File: src/rtl/arb_mux_nw_if.sv
// Handshake bundle for arb_mux_nw: N producer channels in, one registered consumer channel out.
interface arb_mux_nw_if #(
    parameter int unsigned WIDTH = 16,
    parameter int unsigned N     = 4,
    parameter int unsigned SEL_W = 2
);
    logic [N*WIDTH-1:0] in_data;
    logic [N-1:0]       in_valid;
    logic [N-1:0]       in_ready;
    logic [WIDTH-1:0]   out_data;
    logic [SEL_W-1:0]   out_sel;
    logic               out_valid;
    logic               out_ready;

    modport slave (
        input  in_data, in_valid, out_ready,
        output in_ready, out_data, out_sel, out_valid
    );

    modport master (
        output in_data, in_valid, out_ready,
        input  in_ready, out_data, out_sel, out_valid
    );
endinterface

File: src/rtl/arb_mux_nw.sv
// N-channel arbitrating mux (fixed priority or round-robin) feeding a one-entry
// registered output stage with valid/ready handshake.
module arb_mux_nw #(
    parameter int unsigned WIDTH = 16,
    parameter int unsigned N     = 4,
    parameter int unsigned SEL_W = 2,
    parameter int unsigned RR    = 1
) (
    input logic          CLK,
    input logic          reset,
    arb_mux_nw_if.slave  bus
);
    logic [WIDTH-1:0] data_q;
    logic [SEL_W-1:0] sel_q;
    logic             valid_q;
    logic [SEL_W-1:0] ptr_q;

    logic             accept;
    logic             any_valid;
    logic             take;
    logic             found;
    logic [SEL_W-1:0] gnt;
    logic [SEL_W-1:0] idx;
    logic [WIDTH-1:0] win_data;
    logic [N-1:0]     rdy;

    assign accept    = !valid_q || bus.out_ready;
    assign any_valid = |bus.in_valid;
    // Reset gates the handshake so no producer transfer completes while it is held.
    assign take      = accept && any_valid && !reset;

    // Search order starts at ptr in round-robin mode, at 0 in fixed-priority mode.
    always_comb begin
        gnt   = '0;
        idx   = '0;
        found = 1'b0;
        for (int i = 0; i < int'(N); i++) begin
            if (RR != 0) idx = SEL_W'((int'(ptr_q) + i) % int'(N));
            else         idx = SEL_W'(i);
            if (!found && bus.in_valid[idx]) begin
                found = 1'b1;
                gnt   = idx;
            end
        end
    end

    always_comb begin
        win_data = '0;
        rdy      = '0;
        for (int k = 0; k < int'(N); k++) begin
            if (gnt == SEL_W'(k)) win_data = bus.in_data[k*WIDTH +: WIDTH];
            rdy[k] = take && (gnt == SEL_W'(k));
        end
    end

    always_ff @(posedge CLK or posedge reset) begin
        if (reset) begin
            data_q  <= '0;
            sel_q   <= '0;
            valid_q <= 1'b0;
            ptr_q   <= '0;
        end else if (take) begin
            data_q  <= win_data;
            sel_q   <= gnt;
            valid_q <= 1'b1;
            if (RR != 0) ptr_q <= (gnt == SEL_W'(N - 1)) ? '0 : gnt + 1'b1;
        end else if (bus.out_ready) begin
            valid_q <= 1'b0;
        end
    end

    assign bus.in_ready  = rdy;
    assign bus.out_data  = data_q;
    assign bus.out_sel   = sel_q;
    assign bus.out_valid = valid_q;
endmodule

File: src/flat_wrapper.sv
// flat-port wrapper written by rule: the top's interface ports become plain ports
module arb_mux_nw_flat 
#(
    parameter int unsigned WIDTH = 16,
    parameter int unsigned N     = 4,
    parameter int unsigned SEL_W = 2,
    parameter int unsigned RR    = 1
)
  (CLK, reset, bus_in_data, bus_in_valid, bus_out_ready, bus_in_ready, bus_out_data, bus_out_sel, bus_out_valid);
  arb_mux_nw_if #(.WIDTH(WIDTH), .N(N), .SEL_W(SEL_W)) bus_i ();
  input logic CLK;
  input logic reset;
  input wire logic [$bits(bus_i.in_data)-1:0] bus_in_data;
  input wire logic [$bits(bus_i.in_valid)-1:0] bus_in_valid;
  input wire logic [$bits(bus_i.out_ready)-1:0] bus_out_ready;
  output wire logic [$bits(bus_i.in_ready)-1:0] bus_in_ready;
  output wire logic [$bits(bus_i.out_data)-1:0] bus_out_data;
  output wire logic [$bits(bus_i.out_sel)-1:0] bus_out_sel;
  output wire logic [$bits(bus_i.out_valid)-1:0] bus_out_valid;
  assign bus_i.in_data = bus_in_data;
  assign bus_i.in_valid = bus_in_valid;
  assign bus_i.out_ready = bus_out_ready;
  assign bus_in_ready = bus_i.in_ready;
  assign bus_out_data = bus_i.out_data;
  assign bus_out_sel = bus_i.out_sel;
  assign bus_out_valid = bus_i.out_valid;
  arb_mux_nw #(.WIDTH(WIDTH), .N(N), .SEL_W(SEL_W), .RR(RR)) u_core (.CLK(CLK), .reset(reset), .bus(bus_i));
endmodule
File: config.mk
export PLATFORM = sky130hd
export DESIGN_NAME = arb_mux_nw_flat
export DESIGN_NICKNAME = d
export VERILOG_FILES = /design/src/rtl/arb_mux_nw_if.sv /design/src/rtl/arb_mux_nw.sv /design/src/flat_wrapper.sv
export SDC_FILE = /design/constraint.sdc
export NUM_CORES = 1
export LEC_CHECK = 0
export CELL_PAD_IN_SITES_DETAIL_PLACEMENT = 1
export CELL_PAD_IN_SITES_GLOBAL_PLACEMENT = 2
export CORE_MARGIN = 2
export CORE_UTILIZATION = 20
export CTS_BUF_LIST = sky130_fd_sc_hd__clkbuf_2 sky130_fd_sc_hd__clkbuf_4 sky130_fd_sc_hd__clkbuf_8
export DETAILED_ROUTE_END_ITERATION = 10
export PLACE_DENSITY = 0.84
export SLEW_MARGIN = 20
export SYNTH_ARGS = -nofsm -noshare
export SYNTH_HDL_FRONTEND = slang
export SYNTH_SLANG_ARGS = --single-unit
File: constraint.sdc
create_clock -name CLK -period 3 [get_ports CLK]
set_input_delay 0.3 -clock CLK [delete_from_list [all_inputs] [get_ports CLK]]
set_output_delay 0.3 -clock CLK [all_outputs]
set_load 0.01 [all_outputs]
**Word level (Yosys, flattened, before mapping)**

Cells that the tools add are included.
Widths: inputs -> output; s select.

- Bits in writable memories: 0
- Output and inout bits: 23
- Flip-flop bits (word level): 21
- Memories: 0
- Latch bits: 0
- Bits of input ports: 71
- ROM bits: 0

- Reductions and logical operators: 18
- Bitwise operators: 0
- Mux-type cells: 22
- Div/mod/pow operators: 0
- Add/sub/neg operators: 4
- Equal/unequal tests: 3
- Multiply operators: 0
- $lt $le $gt $ge: 4
- Shift-type cells: 0

Operator list:

| kind | number |
|---|---|
| $mux 16 | 4 |
| $lt 2x3->1 const B | 4 |
| $mux 2 | 5 |
| $logic_and 1x1->1 | 9 |
| $mux 1 | 9 |
| $bmux 1 s2 | 4 |
| $logic_not 1->1 | 5 |
| $add 2x1->2 const B | 2 |
| $add 2x2->2 const B | 2 |
| $eq 2x2->1 const B | 2 |
| $reduce_or 4->1 | 1 |
| $eq 2x1->1 const B | 1 |
| $logic_not 2->1 | 1 |
| $reduce_bool 2->1 | 1 |
| $logic_or 1x1->1 | 1 |

**Depth between registers and ports, before layout**

Gate-level depths: netlist of run 1.

- Depth after elaboration: 17
- Gate-level depth with buffers: 9
- Depth with buffers taken out: 7

**Worst setup path after synthesis of run 1**

No wires, ideal clock.

- Kind: reg2reg
- From: register u_core.ptr_q[1]
- To: register u_core.data_q[0] (netlist: u_core.bus.out_data[0])
- Buffers on the path: 2
- Arrival: 2.025 ns
- Clock period less this slack: 2.109 ns
- Setup slack: 0.891 ns
- Cell stages (with the launch flop): 10
- Path through: dfrtp_1 nand2b_1 a21oi_1 or3_1 ha_1 clkbuf_1 clkbuf_1 a21oi_1 a221o_1 a31oi_1

- Cells in the longest elaborated chain, start to end: 17

Ends and longest elaborated chain:

| element | RTL line | source |
|---|---|---|
| start: declaration | arb_mux_nw.sv:16 | `logic [SEL_W-1:0] ptr_q;` |
| start signal: assignment | arb_mux_nw.sv:66 | `if (RR != 0) ptr_q <= (gnt == SEL_W'(N - 1)) ? '0 : gnt + 1'b1;` |
| branches (longest 11 deep; another with $add 2x1->2) | n/a |  |
| $mux 2 (*) | arb_mux_nw.sv:40 | `if (!found && bus.in_valid[idx]) begin` |
| $logic_not 2->1 | arb_mux_nw.sv:51 | `if (gnt == SEL_W'(k)) win_data = bus.in_data[k*WIDTH +: WIDTH];` |
| $mux 16 (3 in a row) | arb_mux_nw.sv:51 |  |
| $mux 16 (*) | arb_mux_nw.sv:51 |  |
| end signal: assignment | arb_mux_nw.sv:63 | `data_q <= win_data;` |
| end: declaration | arb_mux_nw.sv:13 | `logic [WIDTH-1:0] data_q;` |

Every way passes the cells marked *. The select of a mux whose other input is x is not followed.
A chain may end at the register's enable or synchronous reset.

**Worst setup path in the final report of run 1**

- From: input port bus_in_valid[2]
- To: output port bus_in_ready[2]

- Cells in the longest elaborated chain, start to end: 14

Ends and longest elaborated chain:

| element | RTL line | source |
|---|---|---|
| start: declaration | flat_wrapper.sv:14 | `input wire logic [$bits(bus_i.in_valid)-1:0] bus_in_valid;` |
| $bmux 1 s2 | arb_mux_nw.sv:40 |  |
| $mux 1 (not written as such) | arb_mux_nw.sv:40 |  |
| $mux 1 | arb_mux_nw.sv:40 |  |
| $logic_not 1->1 | arb_mux_nw.sv:40 |  |
| $logic_and 1x1->1 | arb_mux_nw.sv:40 |  |
| $mux 1 | arb_mux_nw.sv:40 |  |
| $logic_not 1->1 | arb_mux_nw.sv:40 |  |
| $logic_and 1x1->1 | arb_mux_nw.sv:40 |  |
| $mux 1 | arb_mux_nw.sv:40 |  |
| $logic_not 1->1 | arb_mux_nw.sv:40 |  |
| $logic_and 1x1->1 | arb_mux_nw.sv:40 |  |
| $mux 2 | arb_mux_nw.sv:40 |  |
| $eq 2x2->1 | arb_mux_nw.sv:52 | `rdy[k] = take && (gnt == SEL_W'(k));` |
| $logic_and 1x1->1 (*) | arb_mux_nw.sv:52 |  |
| end: declaration | flat_wrapper.sv:16 | `output wire logic [$bits(bus_i.in_ready)-1:0] bus_in_ready;` |

Mark *: on every way between the ends. The rest lies on a longest branch, timed or not. The select of a mux whose other input is x is not followed.

==> impl_metrics.csv, run 1 <==
group,metric,value,unit
final_layout,fin_nets,354,
floorplan,die_x,92.5,µm
placement,dp_cells,376,
placement,place_hpwl,5010,µm
setup_path,cp_common_cell,"clkdlybuf4s50_1",
setup_path,crit_chain,"clkdlybuf4s50_1, mux2i_1, nor2_1, or3_1, ha_1, and2_1, clkdlybuf4s50_1",
clocking,cts_tree,"built",
yosys,synth_top_area_share,33.5,%
final_layout,regArea,526,µm²
global_route,antenna_found_initial,0,
clocking,clock_path_buffers,2,
sta,fin_tns_setup,0,ns
yosys,syn_area,1570,µm²
setup_path,slowest_stage,"clkdlybuf4s50_1",
final_layout,stdcell_count,380,
yosys,synth_seq_area_share,33.5,%
yosys,postSynth.asyncResetShare,100,%
setup_path,rrSetupSlack,0.57,ns
sta,skew,0.00259,ns
final_layout,drive_gt1_share,6.47,%
final_layout,synthToLayoutAreaGrowth,70.2,%
clocking,path_clk_slew,0.08,ns
setup_path,critPathLaunchType,"input pin",
setup_path,r2r_cells,8,
global_route,grt_pass1_wl,9980,µm
global_route,grt_pass1_vias,1895,
sta,rsz0062_at_grt,"no",
routing,firstDrtPassIters,4,
sta,fmax,353,MHz
routing,routed_wirelength,6240,µm
clocking,cts_buffers,3,
clocking,cts_setup_buffers,0,
setup_path,critPathRequiredTime,2.70,ns
floorplan,ios,94,
floorplan,initial_utilization,20.5,%
routing,vias,1839,
clocking,cts_root_buffer,"clkbuf_8",
sta,period_share,94.6,%
power_and_ir_drop,ir_worst_vdd,0.155,mV
clocking,h-tree-depth,1,
placement,port_buffers,93,
yosys,synth-edff-count,0,
routing,first_iter_violations,97,
floorplan,core,7650,µm²
setup_path,slowest_delay,0.51,ns
final_layout,diodes,0,
power_and_ir_drop,power_density,636,nW/µm²
yosys,ys_ff_latch,21,
hold_path,hold_class,"in -> async",
yosys,yosys_warnings,0,
routing,avgViaCountPerCell,4.84,
global_route,grt-ovfl-total,0,
yosys,synth.most_common_cell,"a31oi_1",
sta,slew_violations,0,
clocking,clk_latency,0.26,ns
setup_path,worstSetupPathType,"in -> out",
sta,finalHoldViolations,0,
clocking,clock_sinks,21,
setup_path,r2r-end,"u_core.bus.out_data[10]",
sta,timing.hold.ws,0.538,ns
global_route,track_usage,14.6,%
routing,drtAntennaViolNets,0,
final_layout,fill_cells,891,
global_route,grt_max_degree,33,
sta,relSlewSlack,52.9,%
routing,wire_per_inst,16.4,µm
yosys,synth.area.top_cells,"dfrtp_1 (34%), a31oi_1 (13%), a221o_1 (10%)",
job,cap_viol_max_count,0,
setup_path,endpoint_kind,"output pin",
floorplan,dieArea,8560,µm²
outcome,status,"finished clean",
setup_path,worst_r2r_startpoint,"u_core.ptr_q[1]",
sta,setup_viol,0,
yosys,syn_area_per_cell,8.17,µm²
floorplan,die_h,92.5,µm
yosys,synth_fp_nets,267,
yosys,yosys.area.top_type,"dfrtp_1",
placement,place.gp.congestion,0.805,
yosys,syn_inst,192,
yosys,ys_types,29,
routing,drcViolationCount,0,
sta,worst_pin_slew,0.702,ns
yosys,synth_top_flop_cell,"dfrtp_1",
setup_path,arrival,2.54,ns
yosys,yosys-top-cells-count,"a31oi_1 (32), dfrtp_1 (21), a21oi_1 (18), inv_1 (18), nand2_1 (17)",
sta,layout_min_cycle_time,2.84,ns
floorplan,rows,32,
setup_path,worstPathMaxFanout,7,
power_and_ir_drop,leakagePower,1.03,nW
final_layout,multi_input_area,896,µm²
logic make-up after synthesis:
group	after synthesis	synth area share, %
fa+ha+maj	4	3.19
compound gates	74	32.8
mux	2	1.36
simple gates	52	19.1
buf+inv	39	10.1
flops	21	33.5
per-layer routing:
layer	vias to the layer above	track usage, %	wire [µm]
li1	886	-	-
met1	897	19.5	2770
met5	-	0	0
met4	0	3.73	80
met2	52	24.2	3040
met3	4	2.69	344
area by class of cell:
class / instances / area share, %
Sequential cell: 21 / 19.7
Multi-Input combinational cell: 132 / 33.6
Inverter: 19 / 2.67
Timing Repair Buffer: 102 / 37.4
Tap cell: 102 / 4.78
Clock buffer: 4 / 1.83
placed cells by master (no fill, tap or decap):
cell / count
nand2_1: 17
clkdlybuf4s50_1: 93
a221oi_2: 1
clkinv_1: 1
nand3b_1: 16
a31oi_1: 32
clkbuf_4: 1
o21ai_0: 1
or3_1: 1
ha_1: 4
inv_1: 18
o31ai_1: 4
clkbuf_8: 3
mux2_2: 1
nor2_1: 3
a221o_1: 16
mux2i_1: 1
or2_2: 1
nor4_2: 1
o41a_1: 1
dfrtp_1: 21
nand2b_1: 3
and2_1: 4
or4_1: 1
nor3_2: 1
nor2b_1: 2
nand3_1: 1
nor3_1: 1
buf_4: 9
a21oi_1: 18
o41ai_1: 1
where the power goes:
| part | total [mW] | switching [mW] | leakage, nW | internal [mW] |
|---|---|---|---|---|
| Sequential | 0.463 | 0.0721 | 0.240 | 0.391 |
| Clock | 0.195 | 0.0914 | 0.0262 | 0.104 |
| Combinational | 1.04 | 0.495 | 0.761 | 0.543 |
how the worst max path moves through the flow:
stage                          startpoint                       to  slack (ns)  cells past startpoint
after floorplan           u_core.ptr_q[1]   u_core.bus.out_data[0]        0.89                      9
after global placement    bus_in_valid[2]  u_core.bus.out_data[10]        0.22                      9
after detailed placement  bus_in_valid[2]   u_core.bus.out_data[8]        0.08                      9
after CTS                 bus_in_valid[2]          bus_in_ready[0]         0.1                      7
after global routing      bus_in_valid[2]          bus_in_ready[2]        0.09                      7
final                     bus_in_valid[2]          bus_in_ready[2]        0.16                      7
critical path, delay by kind of cell:
kind	cells	cell delay [ns]
AND/OR/NAND/NOR	3	0.70
adder cells (fa/ha/maj)	1	0.31
multiplexers	1	0.24
buffers and inverters	2	0.98
timing repair:
| action | 4_1_cts | 5_1_grt |
|---|---|---|
| hold buffers | 0 | 0 |
| setup endpoints to repair | 0 | 2 |
| resized for setup | 0 | 1 |
per-stage QoR:
step	worst slack, ns	area [µm²]	power [mW]	utilization, %
after floorplan	0.891	1570	1.01	-
after global placement	0.221	2610	1.48	34.2
after detailed placement	0.0817	2610	1.51	34.2
after CTS	0.0953	2660	1.71	34.8
after global routing	0.0897	2670	1.83	34.9
final	0.163	2670	1.70	34.9
registers in the layout, indices dropped and copies added, names as in the netlist:
signal	flops
u_core.bus.out_data	16
u_core.bus.out_valid	1
u_core.bus.out_sel	2
u_core.ptr_q	2
Note: power is estimated with default switching activity, not from simulation.
==> inputs of run 2 (changes only) <==
Settings changed: CTS_CLUSTER_DIAMETER from default to 50.
==> results of run 2 <==
No change in the layout: final DEF, timing and power equal those of run 1.
==> inputs of run 3 (changes only) <==
Settings changed: PLACE_DENSITY 0.84 to default, PLACE_DENSITY_LB_ADDON from default to 0.1.
==> impl_metrics.csv, run 3 (same netlist as run 1, synthesis figures left out) <==
group,metric,value,unit
routing,route.met3.wl,418,µm
floorplan,ios,94,
power_and_ir_drop,power_density,632,nW/µm²
placement,dp_cells,375,
sta,skew,0.00838,ns
sta,layout_min_cycle_time,2.83,ns
global_route,grt_max_degree,33,
setup_path,endpoint,"bus_in_ready[1]",
routing,routed_wirelength,6140,µm
clocking,cts_buffers,3,
clocking,path_clk_slew,0.08,ns
floorplan,initial_utilization,20.5,%
setup_path,r2r-end,"u_core.bus.out_data[1]",
floorplan,die_x,92.5,µm
routing,vias,1813,
sta,slew_violations,0,
setup_path,critPathRequiredTime,2.70,ns
placement,place.gp.congestion,0.725,
routing,first_iter_violations,74,
setup_path,rrSetupSlack,0.61,ns
final_layout,largest_register_ffs,16,
routing,wire_per_inst,16.2,µm
setup_path,worstPathMaxFanout,6,
sta,finalHoldViolations,0,
routing,avgViaCountPerCell,4.78,
clocking,clock_path_buffers,2,
final_layout,final_core_util,34.9,%
clocking,h-tree-depth,1,
routing,firstDrtPassIters,4,
sta,relSlewSlack,48.0,%
global_route,track_usage,14.6,%
final_layout,fin_nets,353,
sta,timing.hold.ws,0.511,ns
sta,rsz0062_at_grt,"no",
sta,worst_pin_slew,0.775,ns
routing,drcViolationCount,0,
clocking,cts-resized-gates,0,
floorplan,die_h,92.5,µm
clocking,cts_root_buffer,"clkbuf_8",
floorplan,rows,32,
setup_path,r2r_cells,8,
final_layout,final_cell_mix,"clkdlybuf4s50_1 (93), a31oi_1 (32), dfrtp_1 (21)",
outcome,status,"finished clean",
clocking,cts_setup_buffers,0,
final_layout,synthToLayoutAreaGrowth,70.1,%
setup_path,arrival,2.53,ns
sta,setup_viol,0,
final_layout,drive_gt1_share,5.78,%
floorplan,dieArea,8560,µm²
global_route,grt_pass1_wl,10000,µm
power_and_ir_drop,finalPower,1.68,mW
final_layout,final_common_cell,"clkdlybuf4s50_1",
setup_path,worstSetupPathType,"in -> out",
clocking,clk_latency,0.27,ns
setup_path,worst_r2r_startpoint,"u_core.ptr_q[1]",
placement,place_hpwl,4730,µm
routing,wl_met2,2630,µm
setup_path,endpoint_kind,"output pin",
final_layout,diodes,0,
routing,drtAntennaViolNets,0,
routing,m1WireLength,3060,µm
job,cap_viol_max_count,0,
sta,fmax,353,MHz
clocking,hold_buffers,0,
hold_path,hold_class,"in -> async",
setup_path,crit_start,"bus_in_valid[2]",
routing,highest_layer,"met4",
sta,fin_tns_setup,0,ns
power_and_ir_drop,leakagePower,1.03,nW
global_route,antenna_found_initial,0,
final_layout,stdcell_count,379,
global_route,grt-ovfl-total,0,
clocking,cts_tree,"built",
clocking,clock_sinks,21,
setup_path,critPathLaunchType,"input pin",
sta,period_share,94.4,%
power_and_ir_drop,ir_worst_vdd,0.191,mV
global_route,grt_pass1_vias,1836,
placement,port_buffers,93,
floorplan,core,7650,µm²
run 3: cell types whose count changed in the layout (fill, tap and decap cells not counted), sizes merged:
cell / before / now
buf: 9 / 8
run 3: report_power, final:
group | leakage (nW) | total, mW | switching (mW) | internal (mW)
clock | 0.0262 | 0.203 | 0.0988 | 0.104
combinational | 0.759 | 1.02 | 0.482 | 0.536
sequential | 0.240 | 0.464 | 0.0735 | 0.391
total | 1.03 | 1.68 | 0.654 | 1.03
run 3: worst min path at each step:
stage / cells past startpoint / slack [ns] / to / start
global route: 2 / 0.53 / u_core.ptr_q[1] / reset
finish: 2 / 0.51 / u_core.ptr_q[1] / reset
CTS: 2 / 0.50 / u_core.ptr_q[1] / reset
global placement: 2 / 0.49 / u_core.bus.out_sel[0] / u_core.bus.out_sel[0]
floorplan: 1 / 0.41 / u_core.bus.out_valid / reset
detailed placement: 2 / 0.52 / u_core.bus.out_sel[0] / u_core.bus.out_sel[0]
run 3: worst max-delay path: stages:
cell	delay [ns]
clkdlybuf4s50_1	0.51
nor2b_1	0.18
a221oi_1	0.45
or2_2	0.23
ha_1	0.17
and2_1	0.14
clkdlybuf4s50_1	0.54
run 3: cell type report:
type	instances	area, µm²
fill	877	4980
sequential	21	526
tap	102	128
timing repair buffer	101	1000
clock buffer	4	48.8
multi-input combinational	132	890
inverter	19	71.3
run 3: metal layers:
metal	vias up	GRT usage (%)
li1	884	-
met1	864	22.6
met3	4	3.09
met4	0	2.99
met5	-	0
met2	61	20.6
run 3: through the flow:
step	area, µm²	setup slack [ns]
floorplan	1570	0.891
global placement	2620	0.191
detailed placement	2620	0.140
CTS	2670	0.184
global route	2670	0.0251
finish	2670	0.168
